[src/rtl/detector_sequencer.sv]
// Serializes parallel words MSB-first onto a sequence detector's data input
// and counts the detector hits that belong to each word.
module detector_sequencer #(
    parameter int WORD_W  = 8,
    parameter int CNT_W   = 4,
    parameter int DET_LAT = 1
) (
    input  logic              clk,
    input  logic              rst,
    input  logic              in_valid,
    input  logic [WORD_W-1:0] in_word,
    output logic              in_ready,
    output logic              det_data,
    input  logic              det_hit,
    output logic              busy,
    output logic              done,
    output logic [CNT_W-1:0]  hit_count,
    output logic              overflow
);

    localparam int              CW         = $clog2(WORD_W + 1);
    localparam logic [CW-1:0]   LAST_BIT   = CW'(WORD_W - 1);
    localparam logic [CW-1:0]   LAST_DRAIN = CW'((DET_LAT > 0) ? DET_LAT - 1 : 0);
    localparam logic [CNT_W-1:0] CNT_MAX   = '1;

    typedef enum logic [1:0] {
        S_IDLE,
        S_SHIFT,
        S_DRAIN,
        S_DONE
    } state_t;

    state_t            r_state;
    state_t            w_state_next;
    logic [WORD_W-1:0] r_shift;
    logic [CW-1:0]     r_bit_cnt;
    logic              r_det_data;
    logic              r_bit_valid;
    logic [CNT_W-1:0]  r_hit_count;
    logic              r_overflow;
    logic              w_accept;
    logic              w_sample_en;
    logic [DET_LAT:0]  w_vchain;

    assign w_accept  = in_valid && (r_state == S_IDLE);
    assign det_data  = r_det_data;
    assign hit_count = r_hit_count;
    assign overflow  = r_overflow;

    always_ff @(posedge clk) begin
        if (rst) begin
            r_state <= S_IDLE;
        end else begin
            r_state <= w_state_next;
        end
    end

    always_comb begin
        w_state_next = r_state;
        in_ready     = 1'b0;
        busy         = 1'b0;
        done         = 1'b0;
        case (r_state)
            S_IDLE: begin
                in_ready = 1'b1;
                if (in_valid) begin
                    w_state_next = S_SHIFT;
                end
            end
            S_SHIFT: begin
                busy = 1'b1;
                if (r_bit_cnt == LAST_BIT) begin
                    w_state_next = (DET_LAT == 0) ? S_DONE : S_DRAIN;
                end
            end
            S_DRAIN: begin
                busy = 1'b1;
                if (r_bit_cnt == LAST_DRAIN) begin
                    w_state_next = S_DONE;
                end
            end
            S_DONE: begin
                done         = 1'b1;
                w_state_next = S_IDLE;
            end
            default: begin
                w_state_next = S_IDLE;
            end
        endcase
    end

    // The MSB goes straight to det_data at accept; the shift register holds the rest.
    always_ff @(posedge clk) begin
        if (rst) begin
            r_shift     <= '0;
            r_bit_cnt   <= '0;
            r_det_data  <= 1'b0;
            r_bit_valid <= 1'b0;
        end else begin
            case (r_state)
                S_IDLE: begin
                    if (in_valid) begin
                        r_shift     <= in_word << 1;
                        r_det_data  <= in_word[WORD_W-1];
                        r_bit_valid <= 1'b1;
                        r_bit_cnt   <= '0;
                    end
                end
                S_SHIFT: begin
                    if (r_bit_cnt == LAST_BIT) begin
                        r_det_data  <= 1'b0;
                        r_bit_valid <= 1'b0;
                        r_bit_cnt   <= '0;
                    end else begin
                        r_det_data <= r_shift[WORD_W-1];
                        r_shift    <= r_shift << 1;
                        r_bit_cnt  <= r_bit_cnt + CW'(1);
                    end
                end
                S_DRAIN: begin
                    r_bit_cnt <= r_bit_cnt + CW'(1);
                end
                default: begin
                    r_det_data <= 1'b0;
                end
            endcase
        end
    end

    // Valid flag travels alongside each bit through the detector's latency.
    assign w_vchain[0] = r_bit_valid;

    generate
        for (genvar gi = 0; gi < DET_LAT; gi++) begin : g_vpipe
            logic r_vstage;
            always_ff @(posedge clk) begin
                if (rst) begin
                    r_vstage <= 1'b0;
                end else begin
                    r_vstage <= w_vchain[gi];
                end
            end
            assign w_vchain[gi+1] = r_vstage;
        end
    endgenerate

    assign w_sample_en = w_vchain[DET_LAT];

    always_ff @(posedge clk) begin
        if (rst) begin
            r_hit_count <= '0;
            r_overflow  <= 1'b0;
        end else if (w_accept) begin
            r_hit_count <= '0;
            r_overflow  <= 1'b0;
        end else if (w_sample_en && det_hit) begin
            if (r_hit_count != CNT_MAX) begin
                r_hit_count <= r_hit_count + CNT_W'(1);
            end else begin
                r_overflow <= 1'b1;
            end
        end
    end

endmodule

[config.mk]
export PLATFORM = sky130hd
export DESIGN_NAME = detector_sequencer
export DESIGN_NICKNAME = d
export VERILOG_FILES = /design/src/rtl/detector_sequencer.sv
export SDC_FILE = /design/constraint.sdc
export NUM_CORES = 1
export LEC_CHECK = 0
export ABC_AREA = 1
export CORE_MARGIN = 5
export CORE_UTILIZATION = 40
export DETAILED_ROUTE_END_ITERATION = 6
export PLACE_DENSITY_LB_ADDON = 0.12
export SLEW_MARGIN = 20
export SYNTH_ARGS = -nofsm -noshare
export SYNTH_HDL_FRONTEND = slang
export SYNTH_SLANG_ARGS = --single-unit
[constraint.sdc]
create_clock -name clk -period 2.1 [get_ports clk]
set_clock_uncertainty 0.05 [all_clocks]
set_input_delay 0.525 -clock clk [delete_from_list [all_inputs] [get_ports clk]]
set_output_delay 0.525 -clock clk [all_outputs]
set_load 0.005 [all_outputs]
==> flow_summary.ini, run 1 <==
[run_status]
status = finished, final reports clean

[place]
port_buffers = 20
gp_congestion = 0.7590
dp.final_hpwl_mm = 1.688
placed_area_mm2 = 0.001390

[floorplan]
coreArea_mm2 = 0.002758
die_area_mm2 = 0.004062
row_count = 19
io_pins = 21
die_h_um = 63.73
fp.dieW_um = 63.73
initial_core_util_pct = 41.88

[global_routing]
overflow = 0
antenna_found_initial = 0
grt_pass1_wl_mm = 3.760
track_usage_pct = 11.25
grt_max_degree = 15
grt_pass1_vias = 894

[layout]
fin_area_mm2 = 0.001449
area_growth_pct = 25.46
insertedDiodeCount = 0
nets = 210
drive_above_1_share_pct = 12.77

[cts]
postCtsHoldBufs = 0
cts-root-buf = clkbuf_4
cts_max_level = 1
tritoncts = done
numClockSinks = 21
worst_skew_pair.late_latency_ns = 0.31
clockBufferDepth = 2
cts_buffers = 3
clk_pin_slew_ns = 0.12

[worst_setup_path]
crit_fanout = 5
startpoint = r_state[0]$_SDFFE_PP0P_
rrSetupSlack_ns = 0.55
cp-start-kind = flop
end_kind = output pin
critical_path_class = reg -> out
worst_ep_required_time_ns = 1.52
arrival_ns = 1.43
rr_startpoint = r_state[0]$_SDFFE_PP0P_

[hold_path]
hp-class = reg -> reg
hp-start = r_bit_valid$_SDFFE_PP0P_

[route]
vias_per_cell = 4.712
wl_per_cell_um = 10.33
drc = 0
drt_first_iter_violations = 35
ant_nets = 0
firstDrtPassIters = 4
vias = 1032
drt-total-wl_mm = 2.262

[power]
leakage_nw = 0.6376
cellPowerDensity_mw_per_mm2 = 1194
vdd_drop_max_mv = 0.7470

[timing]
finalMaxSlewViolations = 0
hold_viol = 0
finalSetupViolations = 0
fmax_ghz = 0.4982
worst_slew_pin_slew_ns = 0.3711
period_share_pct = 95.58
layout_min_cycle_time_ns = 2.007
tns_ns = 0
max_slew_margin_pct = 75.10
rsz0062_at_grt = false

[yosys]
yosys_warnings = 0
synthCells = 162
ys_async_sr_fraction_pct = 0
synth-seq-cells = 21
synthDistinctLibCells = 25
synth-seq-area-share_pct = 36.40
synth_area_mm2 = 0.001155
avgSynthCellArea_um2 = 7.129
syn_nets = 183
synth_edf_count = 0
synth_ff_type = dfxtp_1

[run]
drv_cap = 0
-- where the power goes --
part	switching, mW	internal, mW	total [mW]
Clock	0.122	0.0742	0.197
Sequential	0.0566	0.510	0.567
Combinational	0.535	0.432	0.967
Total	0.714	1.02	1.73
-- synthesized netlist by cell type, types with 2 or more instances --
library cell  instances  share of area, %
a21oi_1               8               3.5
ha_1                  9               9.8
nand2_2               3               1.6
nand3_1              11               4.8
nor2_1               25               8.1
inv_1                14               4.6
mux2i_1               6               5.2
nand2_1              41                13
dfxtp_1              21                36
o21ai_1               3               1.3
buf_6                 2               2.0
inv_2                 4               1.3
o21ai_0               3               1.3
-- metrics by stage --
step	worst slack (ns)	power, mW	cells	hold WS, ns	utilization, %
2_1_floorplan	0.6210	1.275	162	0.3497	-
3_3_place_gp	0.1843	1.460	213	0.3602	50.41
3_5_place_dp	0.1718	1.473	213	0.3612	50.41
4_1_cts	0.009137	1.756	219	0.3820	52.45
5_1_grt	0.01510	1.892	219	0.4163	52.54
6_report	0.09276	1.730	219	0.3797	52.54
-- critical path: stages, from the launching register on --
cell             delay (ns)
dfxtp_2                0.34
inv_2                  0.10
ha_4                   0.18
clkdlybuf4s50_1        0.51
-- layout make-up --
type / instances / area (um2)
multi-input combinational: 118 / 643.1
tap: 31 / 38.79
sequential: 21 / 422.9
fill: 270 / 1309
timing repair buffer: 25 / 240.2
inverter: 20 / 77.57
clock buffer: 4 / 26.28
-- path summary, 6_finish.rpt --
path	depth (start not counted)	end
worst max-delay path	3	in_ready
worst min-delay path	2	g_vpipe[0].r_vstage$_SDFF_PP0_
worst max register to register	9	r_shift[7]$_SDFFE_PP0P_
worst min register to register	2	g_vpipe[0].r_vstage$_SDFF_PP0_
-- cells by family after synthesis --
family | Yosys count | synth area share (%)
DFF | 21 | 36.40
AOI/OAI and AO/OA | 15 | 6.717
buffers and inverters | 23 | 8.992
and+or+nand+nor | 88 | 32.94
adders and majority gates | 9 | 9.751
muxes | 6 | 5.201
-- cell usage in the layout, fill, tap and decap left out, types with 5 or more instances in the layout --
cell type        netlist  final
ha_1                   9      8
dfxtp_1               21     19
inv_1                 14     12
clkdlybuf4s50_1        0     19
nor2_1                25     25
inv_2                  4      6
buf_4                  0      5
nand3_1               11     11
mux2i_1                6      6
nand2_1               41     41
a21oi_1                8      8
-- state kept, by name (all words and copies together), names as in the netlist --
name	count
r_shift	7
hit_count	4
r_bit_cnt	4
r_state	2
det_data	1
g_vpipe.r_vstage	1
overflow	1
r_bit_valid	1
-- layer usage --
metal	wire length (um)	global-route usage (%)	vias to the layer above
li1	-	-	563
met1	1152	15.13	447
met2	980	16.75	18
met3	90	2.977	4
met4	38	5.195	0
met5	0	0	-
-- repair_timing --
| item | CTS | global route |
|---|---|---|
| buffers inserted | 2 | 0 |
| resized for setup | 5 | 1 |
| endpoints found under the setup margin | 2 | 1 |
Power figures use the tool's default switching activity.
==> inputs of run 2 (changes only) <==
- PLACE_DENSITY: not set -> 0.66
- PLACE_DENSITY_LB_ADDON: 0.12 -> not set
- SLEW_MARGIN: 20 -> not set
==> flow_summary.ini, run 2 (same netlist as run 1, synthesis figures left out) <==
[worst_setup_path]
end_kind = output pin
crit_fanout = 3
worst_ep_required_time_ns = 1.52
worstPathCellList = buf_4 -> ha_1 -> clkdlybuf4s50_1
crit_path_top_delay_cell = clkdlybuf4s50_1
cpPeakStageDelay_ns = 0.44
critical_path_class = reg -> out
cp-start-kind = flop
crit_buf_inv = 2
arrival_ns = 1.42
critical-path-top-delay-family = buffers and inverters

[cts]
tritoncts = done
cts_max_level = 1
worst_skew_pair.late_latency_ns = 0.31
numClockSinks = 21
cts_buffers = 3
clk_pin_slew_ns = 0.12
clockBufferDepth = 2
cts-root-buf = clkbuf_4

[global_routing]
antenna_found_initial = 0
track_usage_pct = 12.43
grt_pass1_wl_mm = 4.174
grt_pass1_vias = 943
overflow = 0
grt_max_degree = 15

[power]
p_switching_mw = 0.7263
power_mw = 1.735
p_int_mw = 1.008
leakage_nw = 0.6480
cellPowerDensity_mw_per_mm2 = 1194
swShare_pct = 41.87
power_frac_comb_pct = 55.9
power_frac_seq_pct = 32.8
vdd_drop_max_mv = 0.8106
clkPwrFrac_pct = 11.3

[run]
drv_cap = 0

[route]
vias = 1048
firstDrtPassIters = 3
vias_per_cell = 4.785
wl_per_cell_um = 10.43
drt-total-wl_mm = 2.285
ant_nets = 0
drt_first_iter_violations = 43
drc = 0

[floorplan]
die_h_um = 63.73
initial_core_util_pct = 41.88
fp.dieW_um = 63.73
row_count = 19
die_area_mm2 = 0.004062
io_pins = 21
coreArea_mm2 = 0.002758

[layout]
regArea_um2 = 422.9
largest_reg_flops = 7
final_common_cell = nand2_1
most-common-layout-cells = nand2_1, nor2_1, dfxtp_1
fill_cells = 275
area_growth_pct = 25.79
fin_area_mm2 = 0.001453
insertedDiodeCount = 0
finalNonFillerCells = 219
top_register = r_shift
nets = 210
multiInputGateArea_um2 = 643.1
drive_above_1_share_pct = 13.30

[timing]
finalMaxSlewViolations = 0
period_share_pct = 94.89
rsz0062_at_grt = false
max_slew_margin_pct = 75.17
finalSetupViolations = 0
layout_min_cycle_time_ns = 1.993
hold_viol = 0
tns_ns = 0
worst_slew_pin_slew_ns = 0.3699
fmax_ghz = 0.5018

[place]
port_buffers = 20
placed_cells_incl_taps = 213
placed_area_mm2 = 0.001390
dp.final_hpwl_mm = 1.748
gp_congestion = 0.8461

[run_status]
status = finished, final reports clean

[hold_path]
hp-class = reg -> reg
==> run 2: cell types whose count changed in the layout (fill, tap and decap cells not counted), sizes merged <==
cell | previous run | this run
dlymetal6s2s | 1 | 2
clkinv | 1 | 2
clkbuf | 4 | 3
clkdlybuf4s50 | 19 | 18
==> run 2: metrics by stage <==
step / hold WS [ns] / setup slack, ns / utilization [%]
3_5_place_dp: 0.3624 / 0.1621 / 50.41
3_3_place_gp: 0.3633 / 0.1758 / 50.41
5_1_grt: 0.4070 / 0.03880 / 52.68
2_1_floorplan: 0.3497 / 0.6210 / -
6_report: 0.3784 / 0.1072 / 52.68
4_1_cts: 0.3825 / 0.0005859 / 52.50
==> run 2: worst min-delay path, stage by stage (launching register included) <==
cell and delay (ns):
dfxtp_1 0.32, inv_1 0.04, nor2_1 0.04
==> run 2: cell type report <==
| type | instances | share of cell area [%] |
|---|---|---|
| tap | 31 | 2.670 |
| clock buffer | 3 | 1.550 |
| sequential | 21 | 29.11 |
| timing repair buffer | 25 | 16.71 |
| clock inverter | 1 | 0.3445 |
| multi-input combinational | 118 | 44.27 |
| inverter | 20 | 5.340 |
==> run 2: per-layer routing <==
metal / routed length (um) / GRT usage, %
met4: 50 / 5.455
met5: 0 / 0
met1: 1087 / 16.06
met2: 1038 / 19.16
met3: 109 / 3.678
==> run 2: path summary, 6_finish.rpt <==
| kind | from | end | slack (ns) | cells past startpoint |
|---|---|---|---|---|
| setup / recovery | r_state[0]$_SDFFE_PP0P_ | done | 0.11 | 3 |
| hold / removal | r_bit_valid$_SDFFE_PP0P_ | g_vpipe[0].r_vstage$_SDFF_PP0_ | 0.38 | 2 |
| setup reg to reg | r_state[0]$_SDFFE_PP0P_ | r_shift[4]$_SDFFE_PP0P_ | 0.58 | 9 |
| hold reg to reg | r_bit_valid$_SDFFE_PP0P_ | g_vpipe[0].r_vstage$_SDFF_PP0_ | 0.38 | 2 |
==> run 2: power groups by stage <==
stage	Combinational, mW	Sequential (mW)	Clock (mW)
6_report	0.969	0.569	0.196
5_1_grt	1.12	0.585	0.230
4_1_cts	0.987	0.568	0.209
3_5_place_dp	0.900	0.582	0
3_3_place_gp	0.878	0.579	0
2_1_floorplan	0.709	0.567	0
==> run 2: what timing repair did <==
action | in CTS | in global routing
pin swaps | 0 | 0
hold endpoints to repair | 0 | 0
setup endpoints to repair | 2 | 2
hold buffers | 0 | 0
gates cloned | 0 | 0
buffers inserted | 2 | 0
resized for setup | 5 | 2
==> RTL edit, RTL diff (flow settings as in run 1) <==
Put one more register stage on the output `hit_count`. The value now appears one clock later. The other outputs are not delayed to match.
--- a/src/rtl/detector_sequencer.sv
+++ b/src/rtl/detector_sequencer.sv
@@ -45,5 +45,7 @@
     assign w_accept  = in_valid && (r_state == S_IDLE);
     assign det_data  = r_det_data;
-    assign hit_count = r_hit_count;
+    always_ff @(posedge clk) begin
+        hit_count <= r_hit_count;
+    end
     assign overflow  = r_overflow;
 
Function: changed (a bounded check fails within 4 cycles, from zero or initial values and one cycle with rst high).
==> RTL edit against run 1 <==
- area after synthesis grew 6.3%
- worst setup slack got worse by 0.017 ns
- sequential cell count up 4
- first-iteration DRC count up 17%
- combinational power decreased by 0.9%
- total power increased by 6.1%
- routed wire length up 2.6%
- non-clock buffer count is the same
- fmax decreased by 0.85%
- worst hold slack lost 0.033 ns
- cell area rose by 5.4%
- clock power increased by 16%
- critical path type unchanged
- critical endpoint unchanged
==> RTL edit: results (changes against run 1) <==
first-iteration detailed-routing DRC count 41 (+17%); multiplexer share of the synthesized area 4.89% (-0.31 points); worst reg2reg path endpoint r_shift[3]; Hold Startpoint r_hit_count[3]; post_cts resized 6 (+1); worst slack at placement 0.194 ns (+0.0222 ns); area post-placement 0.00147 mm2 (+5.4%); compound-gate portion of the synthesized area 6.22% (-0.50 points); sequential area share after synthesis 40.8% (+4.4 points); met2 GRT Util 18.8% (+2.1 points); adder-cell area share of the yosys netlist 9.17% (-0.58 points); GR met1 Demand/Resource 16.5% (+1.4 points); Hold/Removal Path Class reg -> reg; Avg Cell Area, Syn 7.39 um2 (+3.7%); first-pass GRT wire length 4150 um (+10%); DP HPWL 1740 um (+3.1%); WL met3 131 um (+46%); nets@finish 214 (+1.9%); Area contributors post-synth dfxtp_1 41%, nand2_1 13%, ha_1 9.2%; Reg clk slew, reported paths 0.15 ns (+0.03 ns); Via density 4.62 (-2.0%); Hold Path Sink hit_count[3]; vias in the first global route 961 (+7.5%); Post-Layout Cell Count 225 (+2.7%); Placer Congestion 0.790 (+4.1%); outcome finished clean; largest net degree at the start of global routing 16 (+1); Hold Buf Count CTS 0 (unchanged); P_leak 0.691 nW (+8.3%); wire length on met1 1170 um (+1.4%); peak supply drop 0.625 mV (-16%); critical path data arrival time 1.45 ns (+0.02 ns); DRT Wirelength 2320 um (+2.6%); Inst Count DP 219 (+2.8%); layout cells sized above 1 10.9% (-1.8 points); met3 global-route usage 3.08% (+0.10 points); total CTS buffers 3 (unchanged); largest fanout on the critical path 6 (+1); WL met2 977 um (-0.31%); worst skew pair latency 0.33 ns (+0.02 ns); top cells by count, synth 41 x nand2_1, 30 x nor2_1, 25 x dfxtp_1; r2r setup slk 0.49 ns (-0.06 ns); total global-route track usage 12.4% (+1.1 points); post-synthesis cell type count 19 (-24%); WHS Path Cells 0 (-2)
## RTL edit: report_power, final
| part | internal (mW) | switching (mW) |
|---|---|---|
| combinational | 0.433 | 0.524 |
| clock | 0.0729 | 0.156 |
| sequential | 0.590 | 0.0592 |
| total | 1.10 | 0.740 |
## RTL edit: how the worst max path moves through the flow
stage / startpoint / to / slack (ns) / depth (start not counted)
finish: r_state[0] / in_ready / 0.08 / 3
global route: r_state[0] / in_ready / 0.02 / 3
CTS: r_state[1] / busy / 0.002 / 3
detailed placement: r_state[0] / busy / 0.19 / 3
global placement: r_state[0] / busy / 0.21 / 3
floorplan: r_state[0] / r_shift[6] / 0.59 / 9
## RTL edit: final cells by class
class	instances	area, um2
clock buffers	3	22.5
clock inverters	1	7.51
fillers	305	1480
inverters	19	71.3
multi-input cells	119	642
flip-flops and latches	25	503
well taps	33	41.3
repair buffers	25	240
## RTL edit: critical path, cell delays in order, from the launching register on
cell and delay, ns:
dfxtp_2 0.35, inv_2 0.10, ha_4 0.17, clkdlybuf4s50_1 0.50
